--- config.mk ---
export PLATFORM = sky130hd
export DESIGN_NAME = pic_bus_master_flat
export DESIGN_NICKNAME = d
export VERILOG_FILES = /design/src/rtl/pic_bus_master_if.sv /design/src/rtl/pic_bus_master.sv /design/src/flat_wrapper.sv
export SDC_FILE = /design/constraint.sdc
export NUM_CORES = 1
export LEC_CHECK = 0
export CAP_MARGIN = 20
export CORE_MARGIN = 5
export CORE_UTILIZATION = 49
export DETAILED_ROUTE_END_ITERATION = 16
export PLACE_DENSITY_LB_ADDON = 0.08
export SETUP_SLACK_MARGIN = 0.1
export SYNTH_ARGS = -nofsm -noshare
export SYNTH_HDL_FRONTEND = slang
export SYNTH_SLANG_ARGS = --single-unit
--- constraint.sdc ---
create_clock -name clk -period 3 [get_ports clk]
set_input_delay 0.6 -clock clk [delete_from_list [all_inputs] [get_ports clk]]
set_output_delay 0.6 -clock clk [all_outputs]
set_load 0.05 [all_outputs]
--- src/rtl/pic_bus_master_if.sv ---
// Host-side request/response signals and PIC system-bus strobes of the bus master.
interface pic_bus_master_if;
  logic       cmd_valid;
  logic       cmd_ready;
  logic       cmd_rd;
  logic       cmd_a0;
  logic [7:0] cmd_wdata;
  logic       rsp_valid;
  logic [7:0] rsp_rdata;
  logic       init_start;
  logic [7:0] icw1, icw2, icw3, icw4;
  logic       init_busy;
  logic       init_done;
  logic       inta_req;
  logic       inta_done;
  logic [7:0] inta_vector;
  logic       CS, RD, WR, A0, INTA;
  logic [7:0] output_sys_bus;
  logic       sys_bus_oe;
  logic [7:0] input_sys_bus;

  modport master (
    input  cmd_valid, cmd_rd, cmd_a0, cmd_wdata, init_start,
           icw1, icw2, icw3, icw4, inta_req, input_sys_bus,
    output cmd_ready, rsp_valid, rsp_rdata, init_busy, init_done,
           inta_done, inta_vector, CS, RD, WR, A0, INTA,
           output_sys_bus, sys_bus_oe
  );

  modport slave (
    output cmd_valid, cmd_rd, cmd_a0, cmd_wdata, init_start,
           icw1, icw2, icw3, icw4, inta_req, input_sys_bus,
    input  cmd_ready, rsp_valid, rsp_rdata, init_busy, init_done,
           inta_done, inta_vector, CS, RD, WR, A0, INTA,
           output_sys_bus, sys_bus_oe
  );
endinterface

--- src/rtl/pic_bus_master.sv ---
// CPU-side initiator for the PIC read/write port: host read/write cycles,
// autonomous ICW1..ICW4 initialization and the two-pulse INTA cycle.
// Bus strobes are decoded from registered state only, so they change
// exactly on clock edges and drop immediately on reset.
module pic_bus_master #(
  parameter int SETUP_CYC  = 1,
  parameter int STROBE_CYC = 2,
  parameter int HOLD_CYC   = 1,
  parameter int RECOV_CYC  = 2
) (
  input  logic            clk,
  input  logic            rst,
  pic_bus_master_if.master bus
);
  typedef enum logic [2:0] {
    IDLE, SETUP, STROBE, HOLD, RECOV, INTA1, IGAP, INTA2
  } state_t;

  localparam logic [3:0] SETUP_L  = 4'(SETUP_CYC - 1);
  localparam logic [3:0] STROBE_L = 4'(STROBE_CYC - 1);
  localparam logic [3:0] HOLD_L   = 4'((HOLD_CYC > 0) ? HOLD_CYC - 1 : 0);
  localparam logic [3:0] RECOV_L  = 4'(RECOV_CYC - 1);

  state_t     state_q, state_d;
  logic [3:0] cnt_q, cnt_d;
  logic       started_q, rd_q, a0_q, init_cyc_q, pend_q, busy_q, done_q;
  logic [7:0] data_q, icw1_q, icw2_q, icw3_q, icw4_q;
  // pending init steps, bit n = ICW(n+1)
  logic [3:0] todo_q, todo_clr;
  logic       rsp_v_q, idone_q;
  logic [7:0] rdata_q, vec_q;
  logic       go_bus, go_inta, go_rd, go_a0, go_init, step_go, fin_init;
  logic [7:0] go_data;
  logic       start_ok, inta_pend, ready, in_bus;

  assign start_ok  = bus.init_start && !busy_q;
  assign inta_pend = pend_q || bus.inta_req;
  assign ready     = started_q && (state_q == IDLE) && !busy_q &&
                     !bus.init_start && !inta_pend;

  // Next state, counter reload and launch decisions (IDLE arbitration,
  // back-to-back chaining of init steps out of RECOV).
  always_comb begin
    state_d  = state_q;
    cnt_d    = cnt_q;
    go_bus   = 1'b0;
    go_inta  = 1'b0;
    go_rd    = 1'b0;
    go_a0    = 1'b0;
    go_init  = 1'b0;
    go_data  = '0;
    step_go  = 1'b0;
    fin_init = 1'b0;
    todo_clr = '0;
    case (state_q)
      IDLE: begin
        if (start_ok) begin
          go_bus = 1'b1; go_init = 1'b1; go_data = bus.icw1;
        end else if (todo_q != 4'd0) begin
          step_go = 1'b1;
        end else if (inta_pend) begin
          go_inta = 1'b1;
        end else if (bus.cmd_valid && ready) begin
          go_bus = 1'b1; go_rd = bus.cmd_rd; go_a0 = bus.cmd_a0; go_data = bus.cmd_wdata;
        end
      end
      SETUP:
        if (cnt_q == 4'd0) begin state_d = STROBE; cnt_d = STROBE_L; end
        else cnt_d = cnt_q - 4'd1;
      STROBE:
        if (cnt_q == 4'd0) begin
          if (HOLD_CYC == 0) begin state_d = RECOV; cnt_d = RECOV_L; end
          else begin state_d = HOLD; cnt_d = HOLD_L; end
        end else cnt_d = cnt_q - 4'd1;
      HOLD:
        if (cnt_q == 4'd0) begin state_d = RECOV; cnt_d = RECOV_L; end
        else cnt_d = cnt_q - 4'd1;
      RECOV:
        if (cnt_q == 4'd0) begin
          if (init_cyc_q && todo_q != 4'd0) step_go = 1'b1;
          else begin state_d = IDLE; fin_init = init_cyc_q; end
        end else cnt_d = cnt_q - 4'd1;
      INTA1:
        if (cnt_q == 4'd0) begin state_d = IGAP; cnt_d = RECOV_L; end
        else cnt_d = cnt_q - 4'd1;
      IGAP:
        if (cnt_q == 4'd0) begin state_d = INTA2; cnt_d = STROBE_L; end
        else cnt_d = cnt_q - 4'd1;
      INTA2:
        if (cnt_q == 4'd0) begin state_d = RECOV; cnt_d = RECOV_L; end
        else cnt_d = cnt_q - 4'd1;
      default: state_d = IDLE;
    endcase
    if (step_go) begin
      go_bus = 1'b1; go_init = 1'b1; go_a0 = 1'b1;
      if (todo_q[0])      begin go_data = icw1_q; go_a0 = 1'b0; todo_clr = 4'b0001; end
      else if (todo_q[1]) begin go_data = icw2_q; todo_clr = 4'b0010; end
      else if (todo_q[2]) begin go_data = icw3_q; todo_clr = 4'b0100; end
      else                begin go_data = icw4_q; todo_clr = 4'b1000; end
    end
    if (go_bus)  begin state_d = SETUP; cnt_d = SETUP_L;  end
    if (go_inta) begin state_d = INTA1; cnt_d = STROBE_L; end
  end

  // State register, cycle attributes, init sequencer and captured read data.
  always_ff @(posedge clk or posedge rst) begin
    if (rst) begin
      state_q <= IDLE;  cnt_q <= '0;  started_q <= 1'b0;
      rd_q <= 1'b0;  a0_q <= 1'b0;  init_cyc_q <= 1'b0;  data_q <= '0;
      pend_q <= 1'b0;  busy_q <= 1'b0;  done_q <= 1'b0;  todo_q <= '0;
      icw1_q <= '0;  icw2_q <= '0;  icw3_q <= '0;  icw4_q <= '0;
      rsp_v_q <= 1'b0;  rdata_q <= '0;  idone_q <= 1'b0;  vec_q <= '0;
    end else begin
      state_q   <= state_d;
      cnt_q     <= cnt_d;
      started_q <= 1'b1;
      if (go_bus) begin
        a0_q <= go_a0;  rd_q <= go_rd;  init_cyc_q <= go_init;
        if (!go_rd) data_q <= go_data;
      end
      if (go_inta) init_cyc_q <= 1'b0;
      pend_q <= inta_pend && !go_inta;
      if (start_ok) begin
        icw1_q <= bus.icw1;  icw2_q <= bus.icw2;
        icw3_q <= bus.icw3;  icw4_q <= bus.icw4;
        // ICW1 goes out at once when launched straight from IDLE
        todo_q <= {bus.icw1[0], ~bus.icw1[1], 1'b1, state_q != IDLE};
        busy_q <= 1'b1;  done_q <= 1'b0;
      end else begin
        todo_q <= todo_q & ~todo_clr;
      end
      if (fin_init) begin busy_q <= 1'b0; done_q <= 1'b1; end
      rsp_v_q <= (state_q == STROBE) && (cnt_q == 4'd0) && rd_q;
      if ((state_q == STROBE) && (cnt_q == 4'd0) && rd_q) rdata_q <= bus.input_sys_bus;
      idone_q <= (state_q == INTA2) && (cnt_q == 4'd0);
      if ((state_q == INTA2) && (cnt_q == 4'd0)) vec_q <= bus.input_sys_bus;
    end
  end

  assign in_bus             = (state_q == SETUP) || (state_q == STROBE) || (state_q == HOLD);
  assign bus.CS             = !in_bus;
  assign bus.RD             = !((state_q == STROBE) && rd_q);
  assign bus.WR             = !((state_q == STROBE) && !rd_q);
  assign bus.INTA           = !((state_q == INTA1) || (state_q == INTA2));
  assign bus.A0             = a0_q;
  assign bus.output_sys_bus = data_q;
  assign bus.sys_bus_oe     = in_bus && !rd_q;
  assign bus.cmd_ready      = ready;
  assign bus.rsp_valid      = rsp_v_q;
  assign bus.rsp_rdata      = rdata_q;
  assign bus.init_busy      = busy_q;
  assign bus.init_done      = done_q;
  assign bus.inta_done      = idone_q;
  assign bus.inta_vector    = vec_q;
endmodule
--- src/flat_wrapper.sv ---
// flat-port wrapper written by rule: the top's interface ports become plain ports
module pic_bus_master_flat 
#(
  parameter int SETUP_CYC  = 1,
  parameter int STROBE_CYC = 2,
  parameter int HOLD_CYC   = 1,
  parameter int RECOV_CYC  = 2
)
  (clk, rst, bus_cmd_valid, bus_cmd_rd, bus_cmd_a0, bus_cmd_wdata, bus_init_start, bus_icw1, bus_icw2, bus_icw3, bus_icw4, bus_inta_req, bus_input_sys_bus, bus_cmd_ready, bus_rsp_valid, bus_rsp_rdata, bus_init_busy, bus_init_done, bus_inta_done, bus_inta_vector, bus_CS, bus_RD, bus_WR, bus_A0, bus_INTA, bus_output_sys_bus, bus_sys_bus_oe);
  pic_bus_master_if bus_i ();
  input  logic clk;
  input  logic rst;
  input wire logic [$bits(bus_i.cmd_valid)-1:0] bus_cmd_valid;
  input wire logic [$bits(bus_i.cmd_rd)-1:0] bus_cmd_rd;
  input wire logic [$bits(bus_i.cmd_a0)-1:0] bus_cmd_a0;
  input wire logic [$bits(bus_i.cmd_wdata)-1:0] bus_cmd_wdata;
  input wire logic [$bits(bus_i.init_start)-1:0] bus_init_start;
  input wire logic [$bits(bus_i.icw1)-1:0] bus_icw1;
  input wire logic [$bits(bus_i.icw2)-1:0] bus_icw2;
  input wire logic [$bits(bus_i.icw3)-1:0] bus_icw3;
  input wire logic [$bits(bus_i.icw4)-1:0] bus_icw4;
  input wire logic [$bits(bus_i.inta_req)-1:0] bus_inta_req;
  input wire logic [$bits(bus_i.input_sys_bus)-1:0] bus_input_sys_bus;
  output wire logic [$bits(bus_i.cmd_ready)-1:0] bus_cmd_ready;
  output wire logic [$bits(bus_i.rsp_valid)-1:0] bus_rsp_valid;
  output wire logic [$bits(bus_i.rsp_rdata)-1:0] bus_rsp_rdata;
  output wire logic [$bits(bus_i.init_busy)-1:0] bus_init_busy;
  output wire logic [$bits(bus_i.init_done)-1:0] bus_init_done;
  output wire logic [$bits(bus_i.inta_done)-1:0] bus_inta_done;
  output wire logic [$bits(bus_i.inta_vector)-1:0] bus_inta_vector;
  output wire logic [$bits(bus_i.CS)-1:0] bus_CS;
  output wire logic [$bits(bus_i.RD)-1:0] bus_RD;
  output wire logic [$bits(bus_i.WR)-1:0] bus_WR;
  output wire logic [$bits(bus_i.A0)-1:0] bus_A0;
  output wire logic [$bits(bus_i.INTA)-1:0] bus_INTA;
  output wire logic [$bits(bus_i.output_sys_bus)-1:0] bus_output_sys_bus;
  output wire logic [$bits(bus_i.sys_bus_oe)-1:0] bus_sys_bus_oe;
  assign bus_i.cmd_valid = bus_cmd_valid;
  assign bus_i.cmd_rd = bus_cmd_rd;
  assign bus_i.cmd_a0 = bus_cmd_a0;
  assign bus_i.cmd_wdata = bus_cmd_wdata;
  assign bus_i.init_start = bus_init_start;
  assign bus_i.icw1 = bus_icw1;
  assign bus_i.icw2 = bus_icw2;
  assign bus_i.icw3 = bus_icw3;
  assign bus_i.icw4 = bus_icw4;
  assign bus_i.inta_req = bus_inta_req;
  assign bus_i.input_sys_bus = bus_input_sys_bus;
  assign bus_cmd_ready = bus_i.cmd_ready;
  assign bus_rsp_valid = bus_i.rsp_valid;
  assign bus_rsp_rdata = bus_i.rsp_rdata;
  assign bus_init_busy = bus_i.init_busy;
  assign bus_init_done = bus_i.init_done;
  assign bus_inta_done = bus_i.inta_done;
  assign bus_inta_vector = bus_i.inta_vector;
  assign bus_CS = bus_i.CS;
  assign bus_RD = bus_i.RD;
  assign bus_WR = bus_i.WR;
  assign bus_A0 = bus_i.A0;
  assign bus_INTA = bus_i.INTA;
  assign bus_output_sys_bus = bus_i.output_sys_bus;
  assign bus_sys_bus_oe = bus_i.sys_bus_oe;
  pic_bus_master #(.SETUP_CYC(SETUP_CYC), .STROBE_CYC(STROBE_CYC), .HOLD_CYC(HOLD_CYC), .RECOV_CYC(RECOV_CYC)) u_core (.clk(clk), .rst(rst), .bus(bus_i));
endmodule
# == Word level (Yosys, flattened, before mapping) ==
# Cells that the tools add are included.
# word_totals
input_bits,55
out_inout_bits,35
elab_cells,148
regBits,76
# classes
bitwise_logic,4
n_reduce_logical,40
mux,69
eq_ne,15
add_sub_neg,1
# ops
cell,count
$mux W8,9
$mux W4,10
$mux W1,38
$mux W3,9
$ne A4 B1 Y1 const B,5
$pmux W3 S6,1
$logic_and A1 B1 Y1,14
$eq A3 B3 Y1 const B,4
$ne A4 B2 Y1 const B,3
$pmux W4 S3,1
$logic_not A1 Y1,9
$reduce_and A8 Y1,1
$reduce_bool A8 Y1,1
$eq A3 B2 Y1 const B,2
$reduce_bool A5 Y1,1
$reduce_or A5 Y1,1
$and A4 B4 Y4,1
$logic_not A4 Y1,1
$logic_or A1 B1 Y1,4
$not A4 Y4,1
$reduce_and A2 Y1,2
$reduce_bool A2 Y1,2
$reduce_bool A4 Y1,1
$sub A4 B1 Y4 const B,1
6 further kinds,7

# == Longest topological paths before layout ==
# depth
word_depth,14
ltp_mapped,8
mapped_depth_nobuf,7

# == Least setup slack after synthesis ==
# No wires, ideal clock.
# synth_timing
path_kind,register to output
startpoint,reg u_core.state_q[1]
endpoint,out bus_sys_bus_oe
n_path_buf,1
arrival_ps,1797
slack_ps,603
path_stages_with_launch,5
required_time_ps,2400
cell_sequence,dfrtp_1 clkbuf_1 nor2_1 or2_2 nor2_1
# synth_between
elab_chain_len,4
elab_cells_between_ends,6
classes_between,3 x eq/ne; 3 x reduce/logical
# synth_rtl
element,line,source
from (decl),pic_bus_master.sv:24,"state_t state_q, state_d;"
from (signal assigned),pic_bus_master.sv:114,state_q <= state_d;
$eq A3 B1 Y1 or $eq A3 B2 Y1 (tied branches),pic_bus_master.sv:140,assign in_bus = (state_q == SETUP) || (state_q == STROBE) || (state_q == HOLD);
$logic_or A1 B1 Y1,pic_bus_master.sv:140,
$logic_or A1 B1 Y1 *,pic_bus_master.sv:140,
$logic_and A1 B1 Y1 *,pic_bus_master.sv:147,assign bus.sys_bus_oe = in_bus && !rd_q;
to (decl),flat_wrapper.sv:37,output wire logic [$bits(bus_i.sys_bus_oe)-1:0] bus_sys_bus_oe;
# Mark *: on every way between the ends. The rest lies on a longest branch, timed or not.

# == Worst setup path after layout ==
# Ends and elaborated chain as after synthesis.

==> results by group <==
Run status
  • Status: completed

GRT
  • Vias in the first global route: 2883
  • Global-route wire length before repair: 13850 um
  • Global Route Usage Sum: 19.76%
  • Global route total overflow: 0
  • Initial antenna violation count: 0
  • Largest net degree at the start of global routing: 44

Synth
  • Warnings from Yosys: 0
  • Mux cell area share after synthesis: 10.99%
  • Simple-Gate Fraction of Synth Area: 21.19%
  • Post-Syn Instances: 368
  • Synthesized Nets: 425
  • Synth Area in Adders: 0.7065%
  • Synth Flop Type: dfrtp_1
  • Synth top area share: 53.69%
  • Ys async rst share: 100.0%
  • Largest family of logic cells by synthesized area: simple AND/OR/NAND/NOR gates
  • Most frequent cells after synthesis: nand2_1 (135), dfrtp_1 (76), clkbuf_1 (15), mux2_2 (15), o21ai_0 (15)
  • Most common cell in the netlist: nand2_1
  • Post-synthesis xor/xnor area fraction: 0.2473%
  • Netlist cell types: 44
  • Post-synthesis compound-gate area fraction: 9.890%
  • Post-synthesis sequential area ratio: 53.69%
  • Mapped cell area: 0.003542 mm^2
  • Largest area contributor in the netlist: dfrtp_1
  • Mapped Avg Cell Area: 9.625 um^2
  • Main area contributors after synthesis: dfrtp_1 (54%), nand2_1 (14%), mux2_2 (4.8%)
  • Post-synth EDFFs: 0
  • Synth Register Bits: 76

Critical path
  • Reg-to-Reg End: u_core.bus.output_sys_bus[4]
  • Worst-case reg-to-reg path depth: 7
  • Critical path arrival: 2.16 ns
  • Crit path kind: reg -> out
  • CP max FO: 10
  • CP Launch Type: flip-flop
  • Required time of the critical path: 2.40 ns
  • R2r setup slk: 0.50 ns
  • Crit path launch: u_core.state_q[1]
  • Crit. End Element: output pin
  • R2r startpoint: u_core.cnt_q[0]
  • End point of the critical path: bus_sys_bus_oe

Placed design
  • GP Congestion: 0.8181
  • Dpl cells: 547
  • Port-buffer cells: 89
  • Setup WS pre-CTS: 0.3129 ns
  • Dpl hpwl: 6074 um

Die
  • Starting Density: 49.63%
  • Chip width: 95.02 um
  • Die height: 95.02 um
  • IO Pins: 90
  • Die area: 0.009029 mm^2
  • Core area: 0.007137 mm^2
  • Num rows: 31

CTS
  • Deepest level of the CTS H-tree: 3
  • Clock-pin slew on the worst setup and hold paths: 0.08 ns
  • Post_cts resized: 0
  • Clock Latency Late Sink: 0.34 ns
  • Postcts setup bufs: 0
  • Hold_buf cts: 0
  • Inserted Clock Buffers: 9
  • Clock buffer depth: 2
  • CTS tree: built
  • Clock root buffer master: clkbuf_8
  • CTS sink cnt: 76

Cells and area
  • Layout overhead on the synthesized area: 35.89%
  • Ant. Diodes: 0
  • Finished Layout Cells: 563
  • Nets: 516
  • Layout cells sized above 1: 13.36%

STA
  • Final WS setup: 0.2427 ns
  • Max frequency: 362.7 MHz
  • Period utilization: 91.91%
  • Hold slack: 0.4738 ns
  • Tightest Pin Transition: 0.7890 ns
  • Layout Skew: 0.008786 ns
  • TNS Setup: 0 ns
  • Final setup vio count: 0
  • Final min period: 2.757 ns
  • RSZ-0062 raised after global routing: false
  • Worst slew margin: 47.33%
  • Final hold vios: 0
  • Fin. max-slew vios: 0

Run
  • Max cap viols: 0

Routing
  • Iteration-0 DRC Markers: 109
  • Post-route DRC violation count: 0
  • Via count: 2878
  • Average routed wire per standard cell: 14.61 um
  • DRT Wirelength: 8228 um
  • Via density: 5.112
  • Antenna viol nets, final: 0
  • Drt first pass iters: 4

Pwr
  • Comb pwr share: 44.1%
  • Sequential fraction of design power: 37.0%
  • Peak supply drop: 417.1 uV
  • Leakage: 2.166 nW
  • Sw Pwr: 1.840 mW
  • Switch share: 40.08%
  • Pint: 2.751 mW
  • Clock power share: 19.0%
  • Power Total: 4.591 mW
  • PwrDens: 953.9 mW/mm^2

Worst hold path
  • Hold WC Path Type: reg -> reg
==> kinds of logic (layout without fill, tap and decap cells) <==
kind of cell               Yosys count  count (layout)
muxes                               33              33
buffers and inverters               28             124
DFF                                 76              76
xor gates and xnor gates             1               1
adders and majority gates            2               2
other                                1               1
AOI/OAI and AO/OA                   50              50
and+or+nand+nor                    177             177
==> placed cells by master, fill, tap and decap left out, types with 2 or more instances in the layout <==
cell and instances:
a21oi_1 9, a221oi_1 2, a32oi_1 7, and3_1 2, buf_12 2, buf_4 10
bufinv_16 2, clkbuf_8 10, clkdlybuf4s50_1 88, clkinvlp_4 3, dfrtp_1 76, ha_1 2
inv_1 5, inv_2 2, mux2_2 15, mux2_4 8, mux2i_1 10, nand2_1 135
nand3_1 4, nand4_1 4, nand4b_1 2, nor2_1 12, nor3_1 3, nor3_2 2
nor3b_1 2, nor4_1 2, o21ai_0 15, o2bb2ai_1 7, or3_1 2
==> metal layers <==
| metal | GRT usage, % | up-vias | wire [um] |
|---|---|---|---|
| li1 | - | 1428 | - |
| met1 | 26.17 | 1350 | 3708 |
| met2 | 31.59 | 88 | 3949 |
| met3 | 3.631 | 12 | 429 |
| met4 | 9.135 | 0 | 141 |
| met5 | 0 | - | 0 |
==> power by group through the flow <==
stage,Combinational [mW],Sequential (mW),Clock [mW]
detailed placement,2.03,1.72,0
CTS,2.04,1.70,0.886
global route,2.21,1.76,0.930
floorplan,1.07,2.02,0
finish,2.02,1.70,0.871
global placement,1.98,1.70,0
==> sequential cells by signal, indices dropped and copies added, names as in the netlist <==
register,flops
u_core.bus.A0,1
u_core.bus.init_busy,1
u_core.bus.init_done,1
u_core.bus.inta_done,1
u_core.bus.inta_vector,8
u_core.bus.output_sys_bus,8
u_core.bus.rsp_rdata,8
u_core.bus.rsp_valid,1
u_core.cnt_q,4
u_core.icw1_q,8
u_core.icw2_q,8
u_core.icw3_q,8
u_core.icw4_q,8
u_core.init_cyc_q,1
u_core.pend_q,1
u_core.rd_q,1
u_core.started_q,1
u_core.state_q,3
u_core.todo_q,4
==> metrics by stage <==
stage	instance area, um^2	utilization (%)
6_report	4813	67.44
3_5_place_dp	4588	64.29
3_3_place_gp	4588	64.29
4_1_cts	4813	67.44
5_1_grt	4813	67.44
2_1_floorplan	3542	-
==> final cells by class <==
type	instances	area [um^2]
fill	599	2323
sequential	76	1902
multi-input combinational	264	1536
timing repair buffer	100	996.0
clock buffer	10	137.6
tap	99	123.9
clock inverter	6	87.58
inverter	8	30.03
==> how the worst min path moves through the flow <==
stage               slack, ns             start          endpoint  depth (start not counted)
floorplan                0.44  u_core.icw3_q[0]  u_core.icw3_q[0]                          2
global placement         0.45  u_core.icw3_q[2]  u_core.icw3_q[2]                          2
detailed placement       0.46  u_core.icw3_q[5]  u_core.icw3_q[5]                          2
CTS                      0.48  u_core.icw3_q[5]  u_core.icw3_q[5]                          2
global route             0.50  u_core.icw4_q[6]  u_core.icw4_q[6]                          2
finish                   0.47  u_core.icw3_q[5]  u_core.icw3_q[5]                          2
==> worst max-delay path, stage by stage (launching register included) <==
cell and delay, ns:
dfrtp_1 0.52, nor2_1 0.12, or2_2 0.30, nor2_1 0.08, clkdlybuf4s50_1 0.80
Note: power is estimated with default switching activity, not from simulation.
